### config.mk
export PLATFORM = sky130hd
export DESIGN_NAME = jtag_mem_ap_flat
export DESIGN_NICKNAME = d
export VERILOG_FILES = /design/src/rtl/jtag_mem_ap_pkg.sv /design/src/rtl/jtag_mem_ap_if.sv /design/src/rtl/jtag_mem_ap_sync2.sv /design/src/rtl/jtag_mem_ap.sv /design/src/flat_wrapper.sv
export SDC_FILE = /design/constraint.sdc
export NUM_CORES = 1
export LEC_CHECK = 0
export ABC_CLOCK_PERIOD_IN_PS = 3800
export BUFFER_PORTS_ARGS = -buffer_cell sky130_fd_sc_hd__buf_4
export CAP_MARGIN = 30
export CORE_MARGIN = 2
export CORE_UTILIZATION = 56
export DETAILED_ROUTE_END_ITERATION = 8
export PLACE_DENSITY = 0.83
export SLEW_MARGIN = 30
export SYNTH_ARGS = -nofsm -noshare
export SYNTH_HDL_FRONTEND = slang
export SYNTH_HIERARCHICAL = 1
export SYNTH_SLANG_ARGS = --single-unit
### constraint.sdc
create_clock -name tck -period 3.8 [get_ports tck]
set_input_delay 0.95 -clock tck [delete_from_list [all_inputs] [get_ports tck]]
set_output_delay 0.95 -clock tck [all_outputs]
set_load 0.02 [all_outputs]
### src/rtl/jtag_mem_ap_pkg.sv
// Shared types and constants for the JTAG MEM-AP: register offsets, CSW layout, FSM states,
// bus size encodings and the abort read-data pattern.
package jtag_mem_ap_pkg;

    // AP register word addresses (byte offset >> 2)
    localparam logic [5:0] AddrCsw = 6'h00;
    localparam logic [5:0] AddrTar = 6'h01;
    localparam logic [5:0] AddrDrw = 6'h03;
    localparam logic [5:0] AddrIdr = 6'h3F;

    localparam logic [1:0] SizeByte = 2'd0;
    localparam logic [1:0] SizeHalf = 2'd1;
    localparam logic [1:0] SizeWord = 2'd2;
    localparam logic [1:0] SizeRsvd = 2'd3;

    localparam logic [1:0] IncSingle = 2'b01;

    localparam logic [2:0] AckOk   = 3'b010;
    localparam logic [2:0] AckWait = 3'b001;

    localparam logic [31:0] AbortRdata = 32'hdead_dead;

    typedef struct packed {
        logic [1:0] addrinc;
        logic [1:0] size;
    } csw_t;

    typedef enum logic [1:0] {
        StIdle,
        StReq,
        StRel
    } mem_ap_state_e;

    // Auto-increment stays inside the current 1 KB block.
    function automatic logic [31:0] tar_inc(input logic [31:0] tar, input logic [1:0] size);
        logic [9:0] step;
        step = 10'd1 << size;
        return {tar[31:10], tar[9:0] + step};
    endfunction

endpackage

### src/rtl/jtag_mem_ap_if.sv
// 4-phase req/ack memory bus between the MEM-AP (master) and the system-clock bus bridge (slave).
interface jtag_mem_ap_if;

    logic        m_req;
    logic        m_ack;
    logic [31:0] m_addr;
    logic        m_write;
    logic [1:0]  m_size;
    logic [31:0] m_wdata;
    logic [31:0] m_rdata;
    logic        m_slverr;

    modport master (
        output m_req, m_addr, m_write, m_size, m_wdata,
        input  m_ack, m_rdata, m_slverr
    );

    modport slave (
        input  m_req, m_addr, m_write, m_size, m_wdata,
        output m_ack, m_rdata, m_slverr
    );

endinterface

### src/rtl/jtag_mem_ap_sync2.sv
// Two-flop synchronizer with asynchronous active-low reset.
module jtag_mem_ap_sync2 (
    input  logic clk,
    input  logic rst_n,
    input  logic d,
    output logic q
);

    logic meta_q;
    logic sync_q;

    always_ff @(posedge clk or negedge rst_n) begin
        if (!rst_n) begin
            meta_q <= 1'b0;
            sync_q <= 1'b0;
        end else begin
            meta_q <= d;
            sync_q <= meta_q;
        end
    end

    assign q = sync_q;

endmodule

### src/rtl/jtag_mem_ap.sv
// MEM-AP on tck: decodes AP register accesses and runs DRW/BDx as 4-phase bus transactions.
// Optional REQ timeout abort is enabled by defining DBG_MEM_AP_TIMEOUT_EN.
module jtag_mem_ap
    import jtag_mem_ap_pkg::*;
#(
    parameter logic [7:0]  AP_SEL      = 8'h00,
    parameter logic [31:0] AP_IDR      = 32'h0477_0002,
    parameter int unsigned TIMEOUT_CYC = 1024
) (
    input  logic        tck,
    input  logic        trstn,
    input  logic        ap_upd,
    input  logic [7:0]  ap_sel,
    input  logic [5:0]  ap_addr,
    input  logic [31:0] ap_wdata,
    input  logic        ap_rnw,
    output logic        ap_busy,
    output logic [31:0] ap_rdata,
    output logic        ap_slverr,
    output logic [2:0]  ap_ack,
    jtag_mem_ap_if.master bus
);

    mem_ap_state_e state_q, state_d;
    csw_t          csw_q, csw_d;
    logic [31:0]   tar_q, tar_d;
    logic [31:0]   rdata_q, rdata_d;
    logic          slverr_q, slverr_d;
    logic          busy_q;
    logic          req_q, req_d;
    logic [31:0]   addr_q, addr_d;
    logic          write_q, write_d;
    logic [1:0]    size_q, size_d;
    logic [31:0]   wdata_q, wdata_d;
    logic          drw_q, drw_d;
    logic          ack_s;
    logic          accept;
    logic          is_bus;
    logic          timeout;
    logic [31:0]   reg_rdata;

    jtag_mem_ap_sync2 u_ack_sync (
        .clk   (tck),
        .rst_n (trstn),
        .d     (bus.m_ack),
        .q     (ack_s)
    );

`ifdef DBG_MEM_AP_TIMEOUT_EN
    localparam int unsigned CntW = $clog2(TIMEOUT_CYC + 1);
    logic [CntW-1:0] cnt_q;

    // Counter is zero whenever the FSM is outside REQ, so it restarts on every new request.
    always_ff @(posedge tck or negedge trstn) begin
        if (!trstn) begin
            cnt_q <= '0;
        end else if (state_q != StReq) begin
            cnt_q <= '0;
        end else begin
            cnt_q <= cnt_q + CntW'(1);
        end
    end

    assign timeout = (state_q == StReq) && (cnt_q == CntW'(TIMEOUT_CYC - 1));
`else
    logic [31:0] unused_timeout_cyc;
    assign unused_timeout_cyc = TIMEOUT_CYC;
    assign timeout = 1'b0;
`endif

    assign accept = ap_upd && (ap_sel == AP_SEL) && (state_q == StIdle);
    assign is_bus = (ap_addr == AddrDrw) || (ap_addr[5:2] == 4'b0001);

    always_comb begin
        reg_rdata = 32'd0;
        unique case (ap_addr)
            AddrCsw: reg_rdata = {23'd0, slverr_q, busy_q, 1'b1, csw_q.addrinc, 2'b00, csw_q.size};
            AddrTar: reg_rdata = tar_q;
            AddrIdr: reg_rdata = AP_IDR;
            default: reg_rdata = 32'd0;
        endcase
    end

    always_comb begin
        state_d  = state_q;
        csw_d    = csw_q;
        tar_d    = tar_q;
        rdata_d  = rdata_q;
        slverr_d = slverr_q;
        req_d    = req_q;
        addr_d   = addr_q;
        write_d  = write_q;
        size_d   = size_q;
        wdata_d  = wdata_q;
        drw_d    = drw_q;
        unique case (state_q)
            StIdle: begin
                if (accept && is_bus) begin
                    state_d = StReq;
                    req_d   = 1'b1;
                    addr_d  = (ap_addr == AddrDrw) ? tar_q : {tar_q[31:4], ap_addr[1:0], 2'b00};
                    write_d = !ap_rnw;
                    size_d  = csw_q.size;
                    wdata_d = ap_wdata;
                    drw_d   = (ap_addr == AddrDrw);
                end else if (accept && ap_rnw) begin
                    rdata_d = reg_rdata;
                end else if (accept) begin
                    if (ap_addr == AddrCsw) begin
                        if (ap_wdata[1:0] != SizeRsvd) csw_d.size = ap_wdata[1:0];
                        csw_d.addrinc = ap_wdata[5:4];
                        if (ap_wdata[8]) slverr_d = 1'b0;
                    end else if (ap_addr == AddrTar) begin
                        tar_d = ap_wdata;
                    end
                end
            end
            StReq: begin
                if (ack_s) begin
                    state_d = StRel;
                    req_d   = 1'b0;
                    if (!write_q) rdata_d = bus.m_rdata;
                    if (bus.m_slverr) slverr_d = 1'b1;
                    if (drw_q && (csw_q.addrinc == IncSingle)) tar_d = tar_inc(tar_q, size_q);
                end else if (timeout) begin
                    state_d  = StRel;
                    req_d    = 1'b0;
                    slverr_d = 1'b1;
                    if (!write_q) rdata_d = AbortRdata;
                end
            end
            StRel: begin
                if (!ack_s) state_d = StIdle;
            end
            default: state_d = StIdle;
        endcase
    end

    always_ff @(posedge tck or negedge trstn) begin
        if (!trstn) begin
            state_q  <= StIdle;
            csw_q    <= '0;
            tar_q    <= '0;
            rdata_q  <= '0;
            slverr_q <= 1'b0;
            busy_q   <= 1'b0;
            req_q    <= 1'b0;
            addr_q   <= '0;
            write_q  <= 1'b0;
            size_q   <= '0;
            wdata_q  <= '0;
            drw_q    <= 1'b0;
        end else begin
            state_q  <= state_d;
            csw_q    <= csw_d;
            tar_q    <= tar_d;
            rdata_q  <= rdata_d;
            slverr_q <= slverr_d;
            busy_q   <= (state_d != StIdle);
            req_q    <= req_d;
            addr_q   <= addr_d;
            write_q  <= write_d;
            size_q   <= size_d;
            wdata_q  <= wdata_d;
            drw_q    <= drw_d;
        end
    end

    assign ap_busy      = busy_q;
    assign ap_rdata     = rdata_q;
    assign ap_slverr    = slverr_q;
    assign ap_ack       = busy_q ? AckWait : AckOk;
    assign bus.m_req    = req_q;
    assign bus.m_addr   = addr_q;
    assign bus.m_write  = write_q;
    assign bus.m_size   = size_q;
    assign bus.m_wdata  = wdata_q;

endmodule

### src/flat_wrapper.sv
// flat-port wrapper written by rule: the top's interface ports become plain ports
module jtag_mem_ap_flat import jtag_mem_ap_pkg::*;
#(
    parameter logic [7:0]  AP_SEL      = 8'h00,
    parameter logic [31:0] AP_IDR      = 32'h0477_0002,
    parameter int unsigned TIMEOUT_CYC = 1024
)
  (tck, trstn, ap_upd, ap_sel, ap_addr, ap_wdata, ap_rnw, ap_busy, ap_rdata, ap_slverr, ap_ack, bus_m_req, bus_m_addr, bus_m_write, bus_m_size, bus_m_wdata, bus_m_ack, bus_m_rdata, bus_m_slverr);
  jtag_mem_ap_if bus_i ();
  input  logic tck;
  input  logic trstn;
  input  logic ap_upd;
  input  logic [7:0] ap_sel;
  input  logic [5:0] ap_addr;
  input  logic [31:0] ap_wdata;
  input  logic ap_rnw;
  output logic ap_busy;
  output logic [31:0] ap_rdata;
  output logic ap_slverr;
  output logic [2:0] ap_ack;
  output wire logic [$bits(bus_i.m_req)-1:0] bus_m_req;
  output wire logic [$bits(bus_i.m_addr)-1:0] bus_m_addr;
  output wire logic [$bits(bus_i.m_write)-1:0] bus_m_write;
  output wire logic [$bits(bus_i.m_size)-1:0] bus_m_size;
  output wire logic [$bits(bus_i.m_wdata)-1:0] bus_m_wdata;
  input wire logic [$bits(bus_i.m_ack)-1:0] bus_m_ack;
  input wire logic [$bits(bus_i.m_rdata)-1:0] bus_m_rdata;
  input wire logic [$bits(bus_i.m_slverr)-1:0] bus_m_slverr;
  assign bus_m_req = bus_i.m_req;
  assign bus_m_addr = bus_i.m_addr;
  assign bus_m_write = bus_i.m_write;
  assign bus_m_size = bus_i.m_size;
  assign bus_m_wdata = bus_i.m_wdata;
  assign bus_i.m_ack = bus_m_ack;
  assign bus_i.m_rdata = bus_m_rdata;
  assign bus_i.m_slverr = bus_m_slverr;
  jtag_mem_ap #(.AP_SEL(AP_SEL), .AP_IDR(AP_IDR), .TIMEOUT_CYC(TIMEOUT_CYC)) u_core (.tck(tck), .trstn(trstn), .ap_upd(ap_upd), .ap_sel(ap_sel), .ap_addr(ap_addr), .ap_wdata(ap_wdata), .ap_rnw(ap_rnw), .ap_busy(ap_busy), .ap_rdata(ap_rdata), .ap_slverr(ap_slverr), .ap_ack(ap_ack), .bus(bus_i));
endmodule
==> key figures, run 1 <==
Global routing
  • Grt total ovfl: 0
  • Vias in the first global route: 5,124
  • Pin count of the biggest net entering global routing: 89
  • Global-route wire length before repair: 26,100 microns
  • Gr usage total: 27.3%
  • Initial antenna violation count: 0

Worst setup path
  • CP Launch Type: input port
  • WS Path Type: in -> reg
  • Critical Path AT: 2.97 ns
  • Data required, critical path: 4.11 ns
  • CP max FO: 44
  • CP Capture Type: register

Finish
  • Post-Layout Cell Count: 871
  • Most frequent cells in the layout: buf_4 (194), dfrtp_1 (143), mux2_2 (116), nand2_1 (79), o21ai_0 (38)
  • Final #Nets: 806
  • Leading cell type in the layout, fill and taps excluded: buf_4
  • Syn-to-layout area delta: 32.5%
  • Layout cells sized above 1: 48.5%
  • Number of inserted diodes: 0

Place
  • DP HPWL: 11,000 microns
  • Cells after DPL: 840
  • Port Buffers: 187
  • Routability cong.: 0.850

STA
  • Crit path time final: 2.67 ns
  • Fin. Hold Viols: 0
  • Fin. max-slew vios: 0
  • Worst slew pin tran: 0.768 ns
  • Tcrit/Tclk final: 70.2%
  • Max-slew headroom: 48.8%
  • Total negative slack: 0 ns
  • Fmax: 0.375 GHz
  • Count of final setup violators: 0
  • RSZ-0062 raised after global routing: false
  • Max Clock Skew: 0.00787 ns

Clock tree
  • CTS root buf: clkbuf_16
  • H-tree Lvls: 4
  • Clock Sinks: 143
  • Post-cts sizing count: 0
  • Clock latency on the worst-skew pair: 0.42 ns
  • CTS Buf Count: 17
  • Setup Buffers After CTS: 0
  • Max clock buf depth: 2
  • Clock-pin slew on the worst setup and hold paths: 0.06 ns
  • Hold buffers post-CTS: 0
  • CTS tree: done

Synth
  • Post-synth top area cell: dfrtp_1
  • Register area share after synthesis: 55.8%
  • Post-synth EDFFs: 0
  • Distinct cell type count of the synthesized netlist: 48
  • Post-Syn Nets: 624
  • Synth top area share: 55.8%
  • Post-synth ARST share: 100%
  • Cells after Synth: 535
  • Number of synthesized register bits: 143
  • Synthesized cell area: 0.00641 sq mm
  • Yosys warning count: 6
  • Main synth FF type: dfrtp_1
  • Mapped Avg Cell Area: 12.0 sq um
  • Area contributors post-synth: dfrtp_1 (56%), mux2_2 (20%), nand2_1 (4.6%), o21ai_0 (3.0%), a21oi_1 (1.6%)

Route
  • DRC Markers: 0
  • Average wire per standard cell: 18.6 microns
  • DRT Pass-1 Iters: 4
  • 1st-iter DRT viols: 164
  • Via count: 4,895
  • Antenna Nets Post-Route: 0
  • Post-Route WL: 16,200 microns
  • Vias per cell: 5.62

Pwr
  • Static leakage: 4.38 nW
  • Maximum VDD drop: 0.300 mV
  • Pwr Total: 3.43 mW
  • Power density over cell area: 404 mW/mm^2

Run status
  • Status: finished clean

Floorplanning
  • Initial Util: 56.9%
  • FP Rows: 39
  • Core Footprint: 0.0113 sq mm
  • Die X-Extent: 111 microns
  • IO Count: 189
  • Die Span Y: 111 microns
  • Die area: 0.0123 sq mm

Flow run
  • Max Cap Viol: 0

Hold path
  • HP Class: reg -> reg
## synthesized netlist by cell type (all sizes together) (3+ instances only)
| library cell | count |
|---|---|
| a21o | 3 |
| a21oi | 21 |
| a31oi | 3 |
| and3 | 4 |
| buf | 19 |
| clkbuf | 14 |
| dfrtp | 143 |
| ha | 4 |
| inv | 6 |
| mux2 | 119 |
| mux2i | 5 |
| nand2 | 79 |
| nand2b | 8 |
| nor2 | 14 |
| nor2b | 10 |
| nor3 | 3 |
| o21ai | 38 |
| o31ai | 6 |
| or2 | 5 |
| or3 | 3 |
## cells by family (layout without fill, tap and decap cells)
group	Yosys count	after routing	share of synthesized area (%)
flip-flops	143	143	55.8
AND/OR/NAND/NOR	136	136	9.88
multiplexers	124	124	21.8
AO/OA/AOI/OAI	86	86	7.93
buffers and inverters	39	232	3.26
adder cells (fa/ha/maj)	5	5	1.09
other	1	1	0.0585
XOR/XNOR	1	1	0.137
## cell type report
cell class | count | area, sq um
clock buffers | 23 | 488
clock inverters | 7 | 85.1
fillers | 733 | 2780
inverters | 6 | 22.5
multi-input cells | 353 | 2650
flip-flops and latches | 143 | 3580
well taps | 143 | 179
repair buffers | 196 | 1490
## power breakdown
part | switching [mW] | internal [mW] | total, mW
Clock | 0.592 | 1.02 | 1.61
Sequential | 0.0198 | 1.55 | 1.57
Combinational | 0.125 | 0.121 | 0.246
## critical path, cell delays in order
cell	delay (ns)
buf_4	0.11
nor4_1	0.49
nand2_1	0.19
or3_4	0.62
buf_12	0.28
mux2_1	0.32
## through the flow
step | utilization, % | setup slack, ns | cell area (sq um) | hold slack, ns
global route | 75.3 | 1.02 | 8490 | 0.367
global placement | 70.1 | 0.774 | 7900 | 0.333
detailed placement | 70.1 | 0.716 | 7900 | 0.338
floorplan | - | 1.07 | 6410 | 0.331
finish | 75.3 | 1.13 | 8490 | 0.357
CTS | 75.2 | 1.16 | 8470 | 0.355
## per-layer routing
metal	routed length (microns)	vias to the layer above	GRT usage, %
li1	-	2232	-
met1	6050	2421	31.8
met2	8350	212	46.1
met3	1370	30	9.40
met4	393	0	11.3
met5	0	-	0
## flip-flops by register name, indices dropped and copies added (netlist names)
signal,flops
u_core/state_q,2
u_core/bus.m_req,1
u_core/tar_q,32
u_core/ap_rdata,32
u_core/bus.m_write,1
u_core/ap_busy,1
u_core/ap_slverr,1
u_core/csw_q,4
u_core/bus.m_size,2
u_core/u_ack_sync/meta_q,1
u_core/bus.m_addr,32
u_core/bus.m_wdata,32
u_core/u_ack_sync/q,1
u_core/drw_q,1
## final timing paths
path                       cells after the start                                from                                 end  slack [ns]
setup / recovery                               6                           ap_sel[2]   u_core/bus.m_addr[27]$_DFFE_PN0P_        1.13
hold / removal                                 0  u_core/u_ack_sync/meta_q$_DFF_PN0_       u_core/u_ack_sync/q$_DFF_PN0_        0.36
setup reg to reg                               7         u_core/state_q[0]$_DFF_PN0_         u_core/tar_q[8]$_DFFE_PN0P_        1.29
hold reg to reg                                0  u_core/u_ack_sync/meta_q$_DFF_PN0_       u_core/u_ack_sync/q$_DFF_PN0_        0.36
max in group asynchronous                      2                               trstn  u_core/bus.m_wdata[18]$_DFFE_PN0P_        2.32
min in group asynchronous                      1                               trstn    u_core/bus.m_addr[6]$_DFFE_PN0P_        0.59
(Power assumes the default switching activity.)
==> run 2, diff against run 1 <==
- ABC_AREA: default -> 1
- ABC_CLOCK_PERIOD_IN_PS: 3800 -> 2300
- CORE_UTILIZATION: 56 -> 47
- PLACE_DENSITY: 0.83 -> 0.73
- clock period: 3.8 -> 2.3 ns (I/O delays scaled with it)
==> key figures, run 2 <==
Flow run
  • Max Cap Viol: 0 (unchanged)

STA
  • Count of final setup violators: 0 (unchanged)
  • Max-slew headroom: 63.5% (was 48.8%)
  • Total negative slack: 0 ns (unchanged)
  • RSZ-0062 raised after global routing: false (unchanged)
  • Fmax: 0.481 GHz
  • Crit path time final: 2.08 ns
  • Tcrit/Tclk final: 90.4%
  • Fin. Hold Viols: 0 (unchanged)
  • Max Clock Skew: 0.00842 ns (was 0.00787 ns)
  • Fin. max-slew vios: 0 (unchanged)
  • Final WS setup: 0.220 ns (was 1.13 ns)
  • Worst slew pin tran: 0.546 ns (was 0.768 ns)

Worst setup path
  • WS Path Type: reg -> reg (was in -> reg)
  • R2R Path Start: u_core/bus.m_size[0]$_DFFE_PN0P_ (was u_core/state_q[0]$_DFF_PN0_)
  • Reg2Reg Setup Slack: 0.22 ns (was 1.29 ns)
  • Critical Path Max Stage Delay: 0.43 ns (was 0.62 ns)
  • Crit-path slowest cell: dfrtp_1 (was or3_4)
  • R2R Path End: u_core/tar_q[8]$_DFFE_PN0P_ (unchanged)
  • CP Capture Type: register (unchanged)
  • Data required, critical path: 2.61 ns (was 4.11 ns)
  • CP cell instances: nor2_1 > ha_2 > inv_1 > fa_1 > inv_1 > nand3_1 > nand2_2 > nand3_1 > nand3_1 > nand2_1 > nand2_1 > nand2_1 (was buf_4 > nor4_1 > nand2_1 > or3_4 > buf_12 > mux2_1)
  • CP max FO: 6 (was 44)
  • CP Launch Type: register (was input port)
  • Critical Path AT: 2.39 ns (was 2.97 ns)
  • Worst r2r path cells: 12 (was 7)

Synth
  • Largest family of logic cells by synthesized area: simple AND/OR/NAND/NOR gates (was multiplexers)
  • Cells after Synth: 803 (was 535)
  • Adder-cell area share of the yosys netlist: 1.08% (was 1.09%)
  • Main synth FF type: dfrtp_1 (unchanged)
  • Simple-gate share of the synthesized area: 24.4% (was 9.88%)
  • Commonest cells in the netlist: nand2_1 (303), dfrtp_1 (143), o21ai_1 (80) (was dfrtp_1 (143), mux2_2 (116), nand2_1 (79))
  • Yosys warning count: 6 (unchanged)
  • Distinct cell type count of the synthesized netlist: 32 (was 48)
  • Mux share of post-synthesis cell area: 0% (was 21.8%)
  • Post-synth ARST share: 100% (unchanged)
  • Post-synth EDFFs: 0 (unchanged)
  • Synth top area share: 55.2% (was 55.8%)
  • Post-synthesis compound-gate area fraction: 11.9% (was 7.93%)
  • Register area share after synthesis: 55.2% (was 55.8%)
  • Number of synthesized register bits: 143 (unchanged)
  • Area contributors post-synth: dfrtp_1 (55%), nand2_1 (18%), o21ai_1 (6.2%), inv_1 (3.7%), o21ai_0 (3.4%) (was dfrtp_1 (56%), mux2_2 (20%), nand2_1 (4.6%), o21ai_0 (3.0%), a21oi_1 (1.6%))
  • Synthesized cell area: 0.00648 sq mm (was 0.00641 sq mm)
  • Post-synth top area cell: dfrtp_1 (unchanged)
  • Post-synthesis xor/xnor area fraction: 0.270% (was 0.137%)
  • Mapped Avg Cell Area: 8.07 sq um (was 12.0 sq um)
  • Most common cell in the netlist: nand2_1 (was dfrtp_1)
  • Post-Syn Nets: 892 (was 624)

Global routing
  • Global-route wire length before repair: 28,000 microns (was 26,100 microns)
  • Initial antenna violation count: 0 (unchanged)
  • Vias in the first global route: 5,353 (was 5,124)
  • Grt total ovfl: 0 (unchanged)
  • Gr usage total: 25.1% (was 27.3%)
  • Pin count of the biggest net entering global routing: 89 (unchanged)

Clock tree
  • CTS root buf: clkbuf_16 (unchanged)
  • Setup Buffers After CTS: 0 (unchanged)
  • Hold buffers post-CTS: 0 (unchanged)
  • CTS tree: done (unchanged)
  • CTS Buf Count: 17 (unchanged)
  • H-tree Lvls: 4 (unchanged)
  • Clock-pin slew on the worst setup and hold paths: 0.06 ns (about the same)
  • Clock Sinks: 143 (unchanged)
  • Clock latency on the worst-skew pair: 0.43 ns (was 0.42 ns)
  • Max clock buf depth: 2 (unchanged)

Route
  • DRT Pass-1 Iters: 5 (was 4)
  • Via count: 5,886 (was 4,895)
  • Antenna Nets Post-Route: 0 (unchanged)
  • Post-Route WL: 17,900 microns (was 16,200 microns)
  • DRC Markers: 0 (unchanged)
  • 1st-iter DRT viols: 599 (was 164)
  • Average wire per standard cell: 15.2 microns (was 18.6 microns)
  • Vias per cell: 5.00 (was 5.62)

Floorplanning
  • Initial Util: 48.6% (was 56.9%)
  • Die X-Extent: 121 microns (was 111 microns)
  • Die area: 0.0148 sq mm (was 0.0123 sq mm)
  • Die Span Y: 121 microns (was 111 microns)
  • FP Rows: 42 (was 39)
  • Core Footprint: 0.0133 sq mm (was 0.0113 sq mm)
  • IO Count: 189 (unchanged)

Finish
  • Syn-to-layout area delta: 33.8% (was 32.5%)
  • Layout cells sized above 1: 25.3% (was 48.5%)
  • Final #Nets: 1,077 (was 806)
  • Number of inserted diodes: 0 (unchanged)
  • Leading cell type in the layout, fill and taps excluded: nand2_1 (was buf_4)
  • Design area: 0.00868 sq mm (was 0.00849 sq mm)
  • FF/Latch Area: 0.00358 sq mm (unchanged)
  • Filler cell count: 1,185 (was 733)
  • Footprint of the multi-input gates: 0.00245 sq mm (was 0.00265 sq mm)
  • Most frequent cells in the layout: nand2_1 (302), buf_4 (198), dfrtp_1 (143), o21ai_1 (80), inv_1 (64) (was buf_4 (194), dfrtp_1 (143), mux2_2 (116), nand2_1 (79), o21ai_0 (38))
  • Finished Core Util: 65.0% (was 75.3%)

Pwr
  • Static leakage: 4.53 nW (was 4.38 nW)
  • Maximum VDD drop: 0.589 mV (was 0.300 mV)
  • Power density over cell area: 682 mW/mm^2 (was 404 mW/mm^2)
  • Pwr Total: 5.91 mW (was 3.43 mW)

Place
  • Dpl ws: 0.187 ns (was 0.716 ns)
  • Port Buffers: 187 (unchanged)
  • Routability cong.: 0.978 (was 0.850)
  • Placed inst area: 0.00809 sq mm (was 0.00790 sq mm)
  • DP HPWL: 13,200 microns (was 11,000 microns)

Run status
  • Status: finished clean (unchanged)

Hold path
  • HP Class: in -> async (was reg -> reg)
## run 2: cell types whose count changed in the layout (fill, tap and decap cells not counted), moves of 26 or more
cell,delta
mux2_2,-116
nand2_1,+223
o21ai_1,+80
nor2_1,+31
inv_1,+58
nand3_1,+26
## run 2: critical path, delay by kind of cell (launching register included)
kind / cells / cell delay [ns]
flops: 1 / 0.43
fa+ha+maj: 2 / 0.63
buf+inv: 2 / 0.15
simple gates: 8 / 0.75
## run 2: report_power, final
part	leakage [nW]	switching, mW	total (mW)	internal (mW)
sequential	1.96	0.0598	2.65	2.59
combinational	2.29	0.285	0.521	0.235
clock	0.276	1.12	2.74	1.62
total	4.53	1.47	5.91	4.45
## run 2: metal layers
| layer | track usage, % | part of all wire [%] | vias to the layer above |
|---|---|---|---|
| li1 | - | - | 2919 |
| met1 | 38.1 | 48 | 2710 |
| met2 | 35.6 | 43 | 236 |
| met3 | 5.59 | 7.5 | 21 |
| met4 | 8.05 | 1.5 | 0 |
| met5 | 0 | 0 | - |
## run 2: per-stage QoR
stage                     hold WS (ns)  std cells
final                           0.0816       1177
after global placement           0.345       1145
after global routing             0.103       1177
after detailed placement         0.360       1145
after floorplan                  0.279        803
after CTS                       0.0901       1177
## run 2: repair_timing
action | in CTS | in global routing
gates resized for setup | 0 | 2
hold endpoints to repair | 0 | 0
endpoints found under the setup margin | 0 | 3
## run 2: layout make-up
cell class                      instances  share of cell area (%)
Clock inverter                         13                    1.76
Multi-Input combinational cell        551                    28.2
Sequential cell                       143                    41.2
Timing Repair Buffer                  203                    18.2
Tap cell                              176                    2.54
Inverter                               72                    3.11
Clock buffer                           19                    4.99
## run 2: worst max-delay path by stage
stage | end | slack (ns) | startpoint | cells after the start
final | u_core/tar_q[8]$_DFFE_PN0P_ | 0.22 | u_core/bus.m_size[0]$_DFFE_PN0P_ | 12
after global routing | u_core/tar_q[8]$_DFFE_PN0P_ | 0.04 | u_core/bus.m_size[0]$_DFFE_PN0P_ | 13
after CTS | u_core/tar_q[8]$_DFFE_PN0P_ | 0.17 | u_core/bus.m_size[0]$_DFFE_PN0P_ | 12
after detailed placement | u_core/ap_rdata[4]$_DFFE_PN0P_ | 0.19 | ap_sel[1] | 10
after global placement | u_core/ap_rdata[4]$_DFFE_PN0P_ | 0.18 | ap_sel[1] | 10
after floorplan | u_core/tar_q[8]$_DFFE_PN0P_ | 0.39 | u_core/bus.m_size[0]$_DFFE_PN0P_ | 12
## run 2: logic make-up (layout without fill, tap and decap cells)
group,count (synthesis),after routing
XOR/XNOR,2,2
AND/OR/NAND/NOR,392,392
adder cells (fa/ha/maj),5,5
AO/OA/AOI/OAI,151,151
other,1,1
buffers and inverters,109,307
flip-flops,143,143
==> run 3, diff against run 2 <==
- ABC_AREA: 1 -> default
- PLACE_DENSITY: 0.73 -> 0.74
==> key figures, run 3 (synthesis results as in run 1) <==
Route
  • 1st-iter DRT viols: 316 (was 599)
  • Antenna Nets Post-Route: 0 (unchanged)
  • Average wire per standard cell: 18.2 microns (was 15.2 microns)
  • DRT Pass-1 Iters: 7 (was 5)
  • Via count: 4,995 (was 5,886)
  • Post-Route WL: 16,900 microns (was 17,900 microns)
  • Vias per cell: 5.40 (was 5.00)
  • DRC Markers: 0 (unchanged)

Worst setup path
  • CP Launch Type: register (unchanged)
  • CP Capture Type: register (unchanged)
  • Data required, critical path: 2.61 ns (about the same)
  • WS Path Type: reg -> reg (unchanged)
  • Critical Path AT: 2.52 ns (was 2.39 ns)
  • CP max FO: 49 (was 6)

Place
  • Dpl ws: -0.225 ns (was 0.187 ns)
  • DP HPWL: 11,900 microns (was 13,200 microns)
  • Cells after DPL: 893 (was 1,145)
  • Port Buffers: 187 (unchanged)
  • Routability cong.: 0.850 (was 0.978)

STA
  • Worst Hold Slack: 0.0967 ns (was 0.0816 ns)
  • Count of final setup violators: 0 (unchanged)
  • Fin. Hold Viols: 0 (unchanged)
  • Max Clock Skew: 0.00877 ns (was 0.00842 ns)
  • Final WS setup: 0.0862 ns (was 0.220 ns)
  • Fmax: 0.452 GHz (was 0.481 GHz)
  • Tcrit/Tclk final: 96.3% (was 90.4%)
  • Crit path time final: 2.21 ns (was 2.08 ns)
  • RSZ-0062 raised after global routing: false (unchanged)
  • Fin. max-slew vios: 0 (unchanged)

Global routing
  • Gr usage total: 24.2% (was 25.1%)
  • Grt total ovfl: 0 (unchanged)
  • Initial antenna violation count: 0 (unchanged)
  • Pin count of the biggest net entering global routing: 52 (was 89)
  • Vias in the first global route: 5,371 (was 5,353)
  • Global-route wire length before repair: 27,200 microns (was 28,000 microns)

Clock tree
  • Clock latency on the worst-skew pair: 0.41 ns (was 0.43 ns)
  • H-tree Lvls: 4 (unchanged)
  • Max clock buf depth: 2 (unchanged)
  • Clock-pin slew on the worst setup and hold paths: 0.06 ns (about the same)
  • CTS root buf: clkbuf_16 (unchanged)
  • CTS Buf Count: 17 (unchanged)
  • Clock Sinks: 143 (unchanged)
  • Setup Buffers After CTS: 0 (unchanged)
  • CTS tree: done (unchanged)

Flow run
  • Max Cap Viol: 0 (unchanged)

Pwr
  • Maximum VDD drop: 0.420 mV (was 0.589 mV)
  • Power density over cell area: 664 mW/mm^2 (was 682 mW/mm^2)
  • Static leakage: 4.52 nW (was 4.53 nW)

Floorplanning
  • Initial Util: 48.2% (was 48.6%)
  • Die Span Y: 121 microns (about the same)
  • IO Count: 189 (unchanged)
  • Core Footprint: 0.0133 sq mm (about the same)
  • Die X-Extent: 121 microns (about the same)
  • Die area: 0.0146 sq mm (was 0.0148 sq mm)
  • FP Rows: 42 (unchanged)

Finish
  • Post-Layout Cell Count: 925 (was 1,177)
  • Filler cell count: 1,016 (was 1,185)
  • Layout cells sized above 1: 50.9% (was 25.3%)
  • Number of inserted diodes: 0 (unchanged)
  • Final #Nets: 825 (was 1,077)
  • Syn-to-layout area delta: 37.9% (was 33.8%)
  • Leading cell type in the layout, fill and taps excluded: buf_4 (was nand2_1)
  • Most frequent cells in the layout: buf_4 (206), dfrtp_1 (141), mux2_2 (116), nand2_1 (79), o21ai_0 (38) (was nand2_1 (302), buf_4 (198), dfrtp_1 (143), o21ai_1 (80), inv_1 (64))

Hold path
  • HP Class: in -> async (unchanged)

Run status
  • Status: finished clean (unchanged)
==> run 3: what timing repair did <==
item / 4_1_cts / 5_1_grt
endpoints found under the setup margin: 0 / 34
gates resized for setup: 0 / 10
hold buffers: 0 / 0
==> run 3: worst paths after layout <==
check / cells past startpoint / slack (ns) / startpoint / endpoint
worst max-delay path: 6 / 0.09 / u_core/state_q[0]$_DFF_PN0_ / u_core/tar_q[2]$_DFFE_PN0P_
worst min-delay path: 1 / 0.1 / trstn / u_core/bus.m_addr[5]$_DFFE_PN0P_
worst max register to register: 6 / 0.09 / u_core/state_q[0]$_DFF_PN0_ / u_core/tar_q[2]$_DFFE_PN0P_
worst min register to register: 0 / 0.35 / u_core/u_ack_sync/meta_q$_DFF_PN0_ / u_core/u_ack_sync/q$_DFF_PN0_
max in group asynchronous: 2 / 1.55 / trstn / u_core/bus.m_addr[28]$_DFFE_PN0P_
min in group tck: 1 / 0.27 / bus_m_ack / u_core/u_ack_sync/meta_q$_DFF_PN0_
==> run 3: power breakdown <==
part           internal (mW)  switching (mW)
combinational          0.214           0.217
sequential              2.57          0.0329
clock                   1.81            1.02
==> run 3: per-layer routing <==
metal / up-vias / wire length, microns / global-route usage (%)
li1: 2279 / - / -
met1: 2442 / 6420 / 27.2
met2: 231 / 8330 / 40.5
met3: 43 / 1610 / 10.0
met4: 0 / 513 / 10.2
met5: - / 0 / 0
==> run 3: final cells by class <==
class | count | area, sq um | share of cell area (%)
clock buffers | 22 | 484 | 5.48
clock inverters | 10 | 134 | 1.51
inverters | 6 | 22.5 | 0.255
multi-input cells | 353 | 2680 | 30.3
flip-flops and latches | 143 | 3580 | 40.5
well taps | 176 | 220 | 2.49
repair buffers | 215 | 1720 | 19.4
==> run 3: metrics by stage <==
stage | power, mW | area (sq um) | TNS (ns) | util [%]
2_1_floorplan | 2.77 | 6420 | -0.0602 | -
3_3_place_gp | 3.06 | 8180 | -15.23 | 61.5
3_5_place_dp | 3.08 | 8180 | -18.68 | 61.5
4_1_cts | 5.92 | 8800 | 0 | 66.2
5_1_grt | 6.08 | 8840 | 0 | 66.5
6_report | 5.87 | 8840 | 0 | 66.5
==> run 3: worst max-delay path, cell delays in order, from the launching register on <==
cell and delay, ns:
dfrtp_1 0.46, buf_12 0.22, or4_1 0.55, a221oi_2 0.35, buf_4 0.23, nor2_1 0.07
a31oi_1 0.23
